[src/rtl/uart_sink_pkg.sv]
// Shared types and helpers for the uart_sink serial receiver.
// The PARITY state exists only when UART_SINK_PARITY_EN is defined (8E1 framing).
package uart_sink_pkg;

    localparam int UART_DATA_BITS = 8;

    typedef enum logic [2:0] {
        ST_IDLE,
        ST_START,
        ST_DATA,
`ifdef UART_SINK_PARITY_EN
        ST_PARITY,
`endif
        ST_STOP,
        ST_WAIT_IDLE
    } uart_sink_state_t;

    // Value of the parity bit that makes the total count of ones even.
    function automatic logic even_parity(input logic [UART_DATA_BITS-1:0] data);
        return ^data;
    endfunction

endpackage

[src/rtl/uart_sink_if.sv]
// Byte stream from the receiver FIFO: valid/ready handshake with the head byte.
interface uart_sink_if;
    import uart_sink_pkg::*;

    logic                      rd_valid;
    logic [UART_DATA_BITS-1:0] rd_data;
    logic                      rd_ready;

    modport master (output rd_valid, output rd_data, input rd_ready);
    modport slave  (input rd_valid, input rd_data, output rd_ready);
endinterface

[src/rtl/uart_sink_fifo.sv]
// Synchronous byte FIFO; a push into a full FIFO is taken when a pop happens on the same edge.
module uart_sink_fifo #(
    parameter int DEPTH = 16,
    parameter int WIDTH = 8
) (
    input  logic             clk,
    input  logic             rstn,
    input  logic             push,
    input  logic [WIDTH-1:0] wdata,
    input  logic             pop,
    output logic             push_ok,
    output logic             full,
    output logic             empty,
    output logic [WIDTH-1:0] head
);
    localparam int AW = $clog2(DEPTH);

    logic [WIDTH-1:0] mem [DEPTH];
    logic [AW:0]      wr_ptr;
    logic [AW:0]      rd_ptr;
    logic             pop_ok;

    assign empty   = (wr_ptr == rd_ptr);
    assign full    = (wr_ptr[AW] != rd_ptr[AW]) && (wr_ptr[AW-1:0] == rd_ptr[AW-1:0]);
    assign pop_ok  = pop && !empty;
    assign push_ok = push && (!full || pop_ok);
    // Head reads as zero when empty so the stream shows a clean value after reset.
    assign head    = empty ? '0 : mem[rd_ptr[AW-1:0]];

    always_ff @(posedge clk or negedge rstn) begin
        if (!rstn) begin
            wr_ptr <= '0;
            rd_ptr <= '0;
        end else begin
            if (push_ok) wr_ptr <= wr_ptr + 1'b1;
            if (pop_ok)  rd_ptr <= rd_ptr + 1'b1;
        end
    end

    always_ff @(posedge clk) begin
        if (push_ok) mem[wr_ptr[AW-1:0]] <= wdata;
    end

endmodule

[src/rtl/uart_sink.sv]
// Oversampling UART receiver feeding a byte FIFO, with sticky error flags and a byte counter.
// Define UART_SINK_PARITY_EN for 8E1 frames; the default build receives 8N1.
module uart_sink
    import uart_sink_pkg::*;
#(
    parameter int CLK_DIV    = 868,
    parameter int FIFO_DEPTH = 16
) (
    input  logic              clk,
    input  logic              rstn,
    input  logic              rxd,
    uart_sink_if.master       rd,
    input  logic              err_clr,
    output logic              frame_err,
    output logic              parity_err,
    output logic              overrun,
    output logic [15:0]       byte_count
);
    localparam int TW = $clog2(CLK_DIV);
    localparam logic [TW-1:0] T_HALF = TW'(CLK_DIV / 2 - 1);
    localparam logic [TW-1:0] T_FULL = TW'(CLK_DIV - 1);

    logic                      rx_meta;
    logic                      rxs;
    uart_sink_state_t          state, state_nx;
    logic [TW-1:0]             tcnt, tcnt_nx;
    logic [2:0]                bit_idx, bit_idx_nx;
    logic [UART_DATA_BITS-1:0] shreg, shreg_nx;
    logic                      fire;
    logic                      push_req;
    logic                      frame_set;
    logic                      push_ok;
    logic                      fifo_full;
    logic                      fifo_empty;
    logic                      pop;

    // Two-flop synchronizer; idles high like the line itself.
    always_ff @(posedge clk or negedge rstn) begin
        if (!rstn) begin
            rx_meta <= 1'b1;
            rxs     <= 1'b1;
        end else begin
            rx_meta <= rxd;
            rxs     <= rx_meta;
        end
    end

`ifdef UART_SINK_PARITY_EN
    logic par_bad, par_bad_nx;
    logic parity_set;
`endif

    assign fire = (tcnt == '0);

    always_ff @(posedge clk or negedge rstn) begin
        if (!rstn) begin
            state   <= ST_IDLE;
            tcnt    <= '0;
            bit_idx <= '0;
`ifdef UART_SINK_PARITY_EN
            par_bad <= 1'b0;
`endif
        end else begin
            state   <= state_nx;
            tcnt    <= tcnt_nx;
            bit_idx <= bit_idx_nx;
`ifdef UART_SINK_PARITY_EN
            par_bad <= par_bad_nx;
`endif
        end
    end

    always_ff @(posedge clk) begin
        shreg <= shreg_nx;
    end

    always_comb begin
        state_nx   = state;
        tcnt_nx    = fire ? '0 : tcnt - 1'b1;
        bit_idx_nx = bit_idx;
        shreg_nx   = shreg;
        push_req   = 1'b0;
        frame_set  = 1'b0;
`ifdef UART_SINK_PARITY_EN
        par_bad_nx = par_bad;
        parity_set = 1'b0;
`endif
        case (state)
            ST_IDLE: begin
                if (!rxs) begin
                    state_nx = ST_START;
                    tcnt_nx  = T_HALF;
                end
            end
            ST_START: begin
                // A start bit that is high again at mid-bit was only a glitch.
                if (fire) begin
                    if (!rxs) begin
                        state_nx   = ST_DATA;
                        tcnt_nx    = T_FULL;
                        bit_idx_nx = '0;
`ifdef UART_SINK_PARITY_EN
                        par_bad_nx = 1'b0;
`endif
                    end else begin
                        state_nx = ST_IDLE;
                    end
                end
            end
            ST_DATA: begin
                if (fire) begin
                    shreg_nx   = {rxs, shreg[UART_DATA_BITS-1:1]};
                    bit_idx_nx = bit_idx + 1'b1;
                    tcnt_nx    = T_FULL;
                    if (bit_idx == 3'(UART_DATA_BITS - 1)) begin
`ifdef UART_SINK_PARITY_EN
                        state_nx = ST_PARITY;
`else
                        state_nx = ST_STOP;
`endif
                    end
                end
            end
`ifdef UART_SINK_PARITY_EN
            ST_PARITY: begin
                if (fire) begin
                    parity_set = (rxs != even_parity(shreg));
                    par_bad_nx = parity_set;
                    state_nx   = ST_STOP;
                    tcnt_nx    = T_FULL;
                end
            end
`endif
            ST_STOP: begin
                if (fire) begin
                    if (rxs) begin
`ifdef UART_SINK_PARITY_EN
                        push_req = !par_bad;
`else
                        push_req = 1'b1;
`endif
                        state_nx = ST_IDLE;
                    end else begin
                        frame_set = 1'b1;
                        state_nx  = ST_WAIT_IDLE;
                    end
                end
            end
            ST_WAIT_IDLE: begin
                // A held-low break must end before another start bit is looked for.
                if (rxs) state_nx = ST_IDLE;
            end
            default: state_nx = ST_IDLE;
        endcase
    end

    assign pop         = rd.rd_valid && rd.rd_ready;
    assign rd.rd_valid = !fifo_empty;

    uart_sink_fifo #(
        .DEPTH (FIFO_DEPTH),
        .WIDTH (UART_DATA_BITS)
    ) u_fifo (
        .clk     (clk),
        .rstn    (rstn),
        .push    (push_req),
        .wdata   (shreg),
        .pop     (pop),
        .push_ok (push_ok),
        .full    (fifo_full),
        .empty   (fifo_empty),
        .head    (rd.rd_data)
    );

    // Sticky flags: a new error in the clearing cycle wins over err_clr.
    always_ff @(posedge clk or negedge rstn) begin
        if (!rstn) begin
            frame_err  <= 1'b0;
            overrun    <= 1'b0;
            byte_count <= '0;
        end else begin
            frame_err <= frame_set | (frame_err & ~err_clr);
            overrun   <= (push_req & ~push_ok) | (overrun & ~err_clr);
            if (push_ok) byte_count <= byte_count + 16'd1;
        end
    end

`ifdef UART_SINK_PARITY_EN
    always_ff @(posedge clk or negedge rstn) begin
        if (!rstn) parity_err <= 1'b0;
        else       parity_err <= parity_set | (parity_err & ~err_clr);
    end
`else
    assign parity_err = 1'b0;
`endif

endmodule

[src/flat_wrapper.sv]
// flat-port wrapper written by rule: the top's interface ports become plain ports
module uart_sink_flat import uart_sink_pkg::*;
#(
    parameter int CLK_DIV    = 868,
    parameter int FIFO_DEPTH = 16
)
  (clk, rstn, rxd, err_clr, frame_err, parity_err, overrun, byte_count, rd_rd_valid, rd_rd_data, rd_rd_ready);
  uart_sink_if rd_i ();
  input  logic clk;
  input  logic rstn;
  input  logic rxd;
  input  logic err_clr;
  output logic frame_err;
  output logic parity_err;
  output logic overrun;
  output logic [15:0] byte_count;
  output wire logic [$bits(rd_i.rd_valid)-1:0] rd_rd_valid;
  output wire logic [$bits(rd_i.rd_data)-1:0] rd_rd_data;
  input wire logic [$bits(rd_i.rd_ready)-1:0] rd_rd_ready;
  assign rd_rd_valid = rd_i.rd_valid;
  assign rd_rd_data = rd_i.rd_data;
  assign rd_i.rd_ready = rd_rd_ready;
  uart_sink #(.CLK_DIV(CLK_DIV), .FIFO_DEPTH(FIFO_DEPTH)) u_core (.clk(clk), .rstn(rstn), .rxd(rxd), .rd(rd_i), .err_clr(err_clr), .frame_err(frame_err), .parity_err(parity_err), .overrun(overrun), .byte_count(byte_count));
endmodule
[config.mk]
export PLATFORM = sky130hd
export DESIGN_NAME = uart_sink_flat
export DESIGN_NICKNAME = d
export VERILOG_FILES = /design/src/rtl/uart_sink_pkg.sv /design/src/rtl/uart_sink_if.sv /design/src/rtl/uart_sink_fifo.sv /design/src/rtl/uart_sink.sv /design/src/flat_wrapper.sv
export SDC_FILE = /design/constraint.sdc
export NUM_CORES = 1
export LEC_CHECK = 0
export CELL_PAD_IN_SITES_DETAIL_PLACEMENT = 1
export CELL_PAD_IN_SITES_GLOBAL_PLACEMENT = 1
export CORE_MARGIN = 8
export CORE_UTILIZATION = 42
export CTS_CLUSTER_DIAMETER = 50
export DETAILED_ROUTE_END_ITERATION = 12
export PLACE_DENSITY_LB_ADDON = 0.12
export SLEW_MARGIN = 20
export SYNTH_ARGS = -nofsm -noshare
export SYNTH_HDL_FRONTEND = slang
export SYNTH_SLANG_ARGS = --single-unit
export TNS_END_PERCENT = 10
[constraint.sdc]
create_clock -name clk -period 5.6 [get_ports clk]
set_clock_uncertainty 0.15 [all_clocks]
set_input_delay 0.84 -clock clk [delete_from_list [all_inputs] [get_ports clk]]
set_output_delay 0.84 -clock clk [all_outputs]
set_load 0.03 [all_outputs]
After elaboration in Yosys (flattened, before gate mapping)
Memory sizes are Yosys's and may differ from the RTL's.
Index checks and enable logic that the tools add are counted.
W data, S select, Z words.
{"block": "totals", "regBits": 54, "ramBits": 128, "in_bits": 5, "output_inout_bits": 28, "n_memories": 1}
{"memory": "u_core.u_fifo.mem", "depth": 16, "word_bits": 8, "rd": 1, "rd_ports_with_merged_regs": 0, "wr": 1, "line_no": "uart_sink_fifo.sv:18", "rtl": "logic [WIDTH-1:0] mem [DEPTH];"}
{"block": "op_classes", "n_addsub": 5, "eq_ne": 15, "mux": 28, "bitwise_logic": 7, "reduce_logical": 13}
{"cell": "$mux W10", "count": 5}
{"cell": "$mux W3", "count": 10}
{"cell": "$pmux W10 S3", "count": 1}
{"cell": "$add A16 B1 Y16 const B", "count": 1}
{"cell": "$pmux W3 S5", "count": 1}
{"cell": "$add A5 B1 Y5 const B", "count": 2}
{"cell": "$logic_not A10 Y1", "count": 1}
{"cell": "$ne A2 B1 Y1 const B", "count": 5}
{"cell": "$sub A10 B1 Y10 const B", "count": 1}
{"cell": "$mux W1", "count": 8}
{"cell": "$mux W8", "count": 1}
{"cell": "$eq A3 B2 Y1 const B", "count": 2}
{"cell": "$eq A3 B3 Y1 const B", "count": 2}
{"cell": "$pmux W3 S2", "count": 1}
{"cell": "$reduce_and A6 Y1", "count": 1}
{"cell": "$eq A5 B5 Y1", "count": 1}
{"cell": "$eq A4 B4 Y1", "count": 1}
{"cell": "$logic_and A1 B1 Y1", "count": 4}
{"cell": "$ne A2 B2 Y1 const B", "count": 2}
{"cell": "$reduce_and A4 Y1", "count": 1}
{"cell": "$add A3 B1 Y3 const B", "count": 1}
{"cell": "$and A1 B1 Y1", "count": 3}
{"cell": "$eq A3 B1 Y1 const B", "count": 1}
{"cell": "$logic_not A3 Y1", "count": 1}
{"cell": "other kinds (8)", "count": 11}

Depth between registers and ports, before layout
Gate-level depths: netlist of run 1.
{"block": "logic_depth", "word_depth": 9, "mapped_depth": 8, "mapped_depth_nobuf": 7}

Cells and area by module
From an unflattened synthesis of run 1, not the netlist that was laid out.
{"block": "unflattened", "hier_cells": 448, "area_unflattened_um2": 7584.8}
{"mod": "uart_sink_fifo", "n_inst": 1, "cells_per_inst": 273, "area_each_um2": 5557.8, "seq_area_each_um2": 4093.9}
{"mod": "uart_sink", "n_inst": 1, "cells_per_inst": 175, "area_each_um2": 2026.9, "seq_area_each_um2": 1143.6}

Worst setup path before layout of run 1
Ideal clock, no wire load.
{"block": "synth_timing", "path_kind": "register -> register", "start": "register u_core.tcnt[0]", "end": "memory u_core.u_fifo.mem[2][0] (enable)", "setup_ns": 0.398, "arrival_time_ns": 2.592, "path_slack_ns": 2.460, "path_stages_with_launch": 8, "n_path_buf": 1, "period_less_slack_ns": 3.140, "cell_sequence": "dfrtp_1 > inv_1 > ha_1 > nor4b_4 > nand4b_2 > a2111o_1 > buf_2 > nor4b_1"}
{"block": "synth_via", "elab_chain_cells": 6}
{"element": "start, declared", "line_no": "uart_sink.sv:26", "rtl": "logic [TW-1:0] tcnt, tcnt_nx;"}
{"element": "start signal, assigned", "line_no": "uart_sink.sv:65", "rtl": "tcnt <= tcnt_nx;"}
{"element": "$logic_not A10 Y1", "line_no": "uart_sink.sv:53", "rtl": "assign fire = (tcnt == '0);"}
{"element": "$mux W1", "line_no": "uart_sink.sv:135", "rtl": "if (fire) begin"}
{"element": "$mux W1", "line_no": "uart_sink.sv:88", "rtl": "case (state)"}
{"element": "$logic_and A1 B1 Y1", "line_no": "uart_sink_fifo.sv:26", "rtl": "assign push_ok = push && (!full || pop_ok);"}
{"element": "$mux W1", "line_no": "uart_sink_fifo.sv:41", "rtl": "if (push_ok) mem[wr_ptr[AW-1:0]] <= wdata;"}
{"element": "$mux W1 (implied by the code)", "line_no": "uart_sink_fifo.sv:41"}
{"element": "end, declared", "line_no": "uart_sink_fifo.sv:18"}
Every way passes these cells.

Final worst setup path of run 1
{"block": "layout_timing", "start": "register u_core.u_fifo.rd_ptr[0]", "end": "output port rd_rd_data[6]"}
{"block": "layout_via", "elab_chain_cells": 2}
{"element": "start, declared", "line_no": "uart_sink_fifo.sv:20", "rtl": "logic [AW:0] rd_ptr;"}
{"element": "start signal, assigned", "line_no": "uart_sink_fifo.sv:36", "rtl": "if (pop_ok) rd_ptr <= rd_ptr + 1'b1;"}
{"element": "$mem_v2 Z16 W8 or $eq A5 B5 Y1 (tied branches)"}
{"element": "$mux W8 *", "line_no": "uart_sink_fifo.sv:28", "rtl": "assign head = empty ? '0 : mem[rd_ptr[AW-1:0]];"}
{"element": "end, declared", "line_no": "flat_wrapper.sv:18", "rtl": "output wire logic [$bits(rd_i.rd_data)-1:0] rd_rd_data;"}
Every way passes the cells marked *; elsewhere a longest branch is shown, timed or not.

==> results of run 1 <==
-- power by group through the flow --
stage / Sequential, W / Combinational, W / Clock, W
5_1_grt: 0.00157 / 0.000902 / 0.00132
3_5_place_dp: 0.00160 / 0.000857 / 0
4_1_cts: 0.00157 / 0.000858 / 0.00127
6_report: 0.00156 / 0.000842 / 0.00124
2_1_floorplan: 0.00149 / 0.000668 / 0
3_3_place_gp: 0.00159 / 0.000841 / 0
-- metrics by stage --
| step | hold WS (ps) | total power, W | setup slack (ps) | cells |
|---|---|---|---|---|
| global placement | 196.0 | 0.002430 | 1726 | 684 |
| floorplan | 195.2 | 0.002163 | 2460 | 437 |
| CTS | 209.0 | 0.003694 | 1233 | 716 |
| global route | 214.7 | 0.003795 | 1136 | 716 |
| finish | 209.7 | 0.003649 | 1306 | 716 |
| detailed placement | 205.3 | 0.002453 | 1696 | 684 |
-- worst max-delay path: stages, from the launching register on --
cell and delay (ps):
dfrtp_2 800, buf_12 280, mux4_2 530, mux4_2 510, nor2b_1 160, clkdlybuf4s50_1 590
-- sequential cells by signal (all words and copies together) (netlist names) --
name	cells
u_core.u_fifo.wr_ptr	5
u_core.u_fifo.rd_ptr	5
u_core.tcnt	10
u_core.rx_meta	1
u_core.state	3
u_core.u_fifo.mem	128
u_core.rxs	1
u_core.overrun	1
u_core.byte_count	16
u_core.shreg	8
u_core.frame_err	1
u_core.bit_idx	3
-- layout make-up --
cell class | count | area, um^2
Inverter | 9 | 33.78
Tap cell | 229 | 286.5
Fill cell | 1679 | 9060
Sequential cell | 182 | 5239
Multi-Input combinational cell | 222 | 2265
Clock inverter | 15 | 192.7
Timing Repair Buffer | 42 | 400.4
Clock buffer | 17 | 425.4
-- per-layer routing --
metal | vias to the layer above | track usage [%]
met3 | 23 | 3.817
met4 | 0 | 6.581
met2 | 72 | 25.25
met5 | - | 0
li1 | 1766 | -
met1 | 2076 | 20.13
-- cells in the final DEF (no fill, tap or decap), drive strengths merged, types with 10 or more instances in the layout --
cell type and instances:
buf 12, ha 10, edfxtp 136, dfrtp 44, mux4 40, clkdlybuf4s50 30
clkbuf 17, nand3 14, nor2 17, nand2 20, inv 15, nor2b 10
nor3 14, xnor2 19, xor2 15
-- path summary, 6_finish.rpt --
check	end	cells past startpoint	startpoint
max reg2reg	u_core.u_fifo.mem[3][6]	5	u_core.u_fifo.rd_ptr[0]
min reg2reg	u_core.rxs	0	u_core.rx_meta
min in group asynchronous	u_core.tcnt[1]	2	rstn
max	rd_rd_data[6]	5	u_core.u_fifo.rd_ptr[0]
max in group asynchronous	u_core.u_fifo.rd_ptr[0]	2	rstn
min	u_core.rxs	0	u_core.rx_meta
-- kinds of logic after synthesis --
| family | synth area share [%] |
|---|---|
| adders and majority gates | 1.644 |
| AOI/OAI and AO/OA | 2.302 |
| muxes | 12.55 |
| other | 0.04928 |
| xor gates and xnor gates | 3.913 |
| buffers and inverters | 2.006 |
| DFF | 68.83 |
| and+or+nand+nor | 8.715 |
-- Yosys cell counts, types with 4 or more instances --
cell,n
a21oi_1,7
ha_1,10
dfrtp_1,44
and4b_1,5
buf_2,8
nand2_1,20
nand4_1,5
and3_1,5
xor2_1,15
nand3_1,14
mux4_2,40
o21ai_0,7
clkbuf_1,12
edfxtp_1,136
nor3_2,4
nor2b_1,10
nor3_1,10
xnor2_1,19
inv_1,9
nor2_1,16
==> flow_summary.yaml, run 1 <==
power:
  pwr_density_cell_nw_per_um2: 412.6
  power_switching_w: 0.001016
  intPower_w: 0.002633
  p_seq_share_pct: 42.8
  p_clk_share_pct: 34.1
  max-vdd-ir-drop_uv: 378.8
  p_comb_share_pct: 23.1
  p_leak_nw: 2.975
  swShare_pct: 27.83
global_routing:
  grt_overflow: 0
  grt_pass1_wl_um: 25680
  grt_max_degree: 47
  grt_use_total_pct: 15.73
  grt_pass1_vias: 4240
  antenna_found_initial: 0
floorplanning:
  core_um2: 17900
  die_h_um: 150.6
  ios: 33
  die_x_um: 150.6
  fp.dieArea_um2: 22680
  num_rows: 49
  start_util_pct: 42.51
routing:
  dr.pass1.iters: 4
  highest_layer: "met4"
  dr_wl_met3_um: 626
  avgRoutedWirePerCell_um: 23.20
  drt_iter0_markers: 250
  remaining_drc_errors: 0
  routed_wl_um: 16610
  met1_length_um: 7484
  num_vias: 3937
  via_per_inst: 5.499
  wl_met2_um: 8118
  antenna_left: 0
place:
  io_buffers: 31
  gp_congestion: 0.7649
  placed_area_um2: 8224
  hpwl_um: 10520
critical_path:
  crit_type: "flip-flop to output pin"
  cp-start-kind: "flip-flop"
  rrSetupSlack_ps: 2040
  cp_max_fo: 19
  crit_arrival_ps: 3300
  cp-end-kind: "output pin"
  required_ps: 4610
layout:
  drive_above_1_share_pct: 21.97
  area.growth.synth_to_final_pct: 16.20
  final_nets: 489
  diodes: 0
  final_util_pct: 49.39
  fin_area_um2: 8842
logic_synthesis:
  synth_warnings: 0
  synth_cells: 437
  yosysSeqAreaShare_pct: 68.83
  syn_area_per_cell_um2: 17.41
  synth-main-ff-cell: "edfxtp_1"
  synth_top_area_share_pct: 53.67
  synth_nets: 452
  synth-edff-count: 136
  ys_seq_elements: 182
  syn_area_um2: 7610
  async_reset_ff_share_pct: 25.27
  synth_top_cell_by_area: "edfxtp_1"
  yosysUniqueCellTypes: 49
  synthTopCellsByArea: "edfxtp_1 54%, dfrtp_1 14%, mux4_2 12%"
clock_network:
  cts_max_level: 4
  cts_made_buffers: 17
  holdBufCountCts: 0
  cts.sinks: 182
  cts_setup_buffers: 0
  clkSlewWorstSetupHoldPaths_ps: 70
  clk_latency_ps: 430
  clk_path_buf_depth: 2
  cts-root-buf: "clkbuf_16"
  cts_resized: 0
  cts_tree: "built"
sta:
  worst_slew_pin_slew_ps: 1022
  finalHoldViolCount: 0
  drv_slew: 0
  max_clock_freq_mhz: 232.9
  rsz0062_at_grt: "no"
  setup_tns_ps: 0
  slew_headroom_pct: 31.89
  min_period_over_period_pct: 76.68
  period_minus_slack_ps: 4294
  setup_viol: 0
outcome:
  status: "complete, no violations"
hold_path:
  min_path_type: "flip-flop to flip-flop"
run:
  maxCapViolCount: 0
Note: power is estimated with default switching activity, not from simulation.
==> run 2: changes to the inputs <==
clock period = 4.5 ns   (was 5.6 ns; I/O delays follow)
==> flow_summary.yaml, run 2 (synthesis gave the netlist of run 1 again) <==
layout:
  largest_register_ffs: 128
  seqCellArea_um2: 5239
  final_nets: 494
  area.growth.synth_to_final_pct: 16.08
  final_cell_mix: "136 x edfxtp_1, 43 x dfrtp_1, 40 x mux4_2"
  final_common_cell: "edfxtp_1"
  diodes: 0
  fin_area_um2: 8833
  nFillCells: 1710
  drive_above_1_share_pct: 22.00
  multi_input_area_um2: 2235
clock_network:
  clkSlewWorstSetupHoldPaths_ps: 70
  cts_max_level: 4
  cts_made_buffers: 17
  clk_latency_ps: 430
  cts_resized: 0
  cts-root-buf: "clkbuf_16"
  clk_path_buf_depth: 2
  cts.sinks: 182
  cts_setup_buffers: 0
  cts_tree: "built"
  holdBufCountCts: 0
sta:
  drv_slew: 0
  min_period_over_period_pct: 83.22
  period_minus_slack_ps: 3745
  hold_slack_ps: 44.02
  max_clock_freq_mhz: 267.0
  rsz0062_at_grt: "no"
  worst_slew_pin_slew_ps: 842.0
  setup_viol: 0
  finalHoldViolCount: 0
  slew_headroom_pct: 43.87
  setup_tns_ps: 0
floorplanning:
  core_um2: 17900
  start_util_pct: 42.51
  fp.dieArea_um2: 22680
  die_h_um: 150.6
  die_x_um: 150.6
  num_rows: 49
  ios: 33
critical_path:
  worstReg2RegStart: "u_core.tcnt[0]"
  cp-start-kind: "flip-flop"
  rrSetupSlack_ps: 1360
  crit_type: "flip-flop to output pin"
  cp_max_fo: 36
  critPathMaxStageDelay_ps: 590
  critPathSlowestCell: "clkdlybuf4s50_1"
  crit_arrival_ps: 2920
  crit_top_cell: "mux4_2"
  crit_path_cell_trace: "buf_12, mux4_2, mux4_2, nor2b_1, clkdlybuf4s50_1"
  path_buf_inv: 2
  reg2reg_depth: 6
  required_ps: 3670
  cp_top_family: "multiplexers"
  rr_endpoint: "u_core.u_fifo.mem[15][7]"
  cp-end-kind: "output pin"
place:
  io_buffers: 31
  placed_area_um2: 8229
  hpwl_um: 10140
  gp_congestion: 0.7411
routing:
  avgRoutedWirePerCell_um: 22.49
  remaining_drc_errors: 0
  via_per_inst: 5.435
  dr.pass1.iters: 4
  routed_wl_um: 16200
  num_vias: 3913
  antenna_left: 0
  drt_iter0_markers: 181
global_routing:
  busiest_layer: "met2"
  grt.met1_usage_pct: 19.97
  use_met3_pct: 3.667
  grt_use_total_pct: 15.40
  grt_max_degree: 37
  antenna_found_initial: 0
  grt_pass1_wl_um: 25600
  grt_use_met2_pct: 25.11
  grt_pass1_vias: 4234
  grt_overflow: 0
power:
  p_leak_nw: 3.009
  pwr_density_cell_nw_per_um2: 509.6
  max-vdd-ir-drop_uv: 414.2
run:
  maxCapViolCount: 0
hold_path:
  min_path_type: "primary input to asynchronous set/reset pin"
outcome:
  status: "complete, no violations"
## run 2: cell count changes in the layout (fill, tap and decap cells not counted), sizes merged
cell,before,now
buf,12,17
clkinvlp,4,0
inv,15,12
clkinv,2,8
## run 2: worst max-delay path by stage
stage / depth (start not counted) / end / from / slack (ps)
floorplan: 7 / u_core.u_fifo.mem[2][0] / u_core.tcnt[0] / 1360
global placement: 5 / rd_rd_data[4] / u_core.u_fifo.rd_ptr[0] / 1170
detailed placement: 5 / rd_rd_data[5] / u_core.u_fifo.rd_ptr[0] / 1170
CTS: 5 / rd_rd_data[5] / u_core.u_fifo.rd_ptr[0] / 700
global route: 5 / rd_rd_data[5] / u_core.u_fifo.rd_ptr[0] / 630
finish: 5 / rd_rd_data[4] / u_core.u_fifo.rd_ptr[0] / 760
## run 2: power by group
part / internal [W] / leakage, nW / switching, W
Combinational: 0.000581 / 0.929 / 0.000544
Clock: 0.000878 / 0.297 / 0.000646
Sequential: 0.00181 / 1.78 / 0.0000414
Total: 0.00327 / 3.01 / 0.00123
## run 2: per-layer routing
metal | share of wire (%) | vias up
met2 | 50 | 70
met1 | 45 | 2055
met3 | 4.0 | 14
met4 | 1.1 | 0
met5 | 0 | -
li1 | - | 1774
## run 2: cell type report
class                      count  share of cell area (%)
clock buffer                  17                   4.816
timing repair buffer          47                   4.958
multi-input combinational    222                   25.30
sequential                   182                   59.31
inverter                       9                  0.3824
tap                          229                   3.244
clock inverter                14                   1.997
## run 2: metrics by stage
stage	instances	utilization [%]	power (W)	setup WS, ps
finish	720	49.34	0.004501	755.2
global route	720	49.34	0.004674	625.6
CTS	720	49.33	0.004567	695.3
detailed placement	689	45.97	0.003043	1165
global placement	689	45.97	0.003038	1174
floorplan	437	-	0.002691	1360
## run 2: worst register-to-register path, cell delays in order (launching register included)
cell      delay [ps]
dfrtp_1          410
inv_1             90
ha_1             160
nor4b_4          290
nand4b_2         260
a2111o_1         790
nor2_2           630
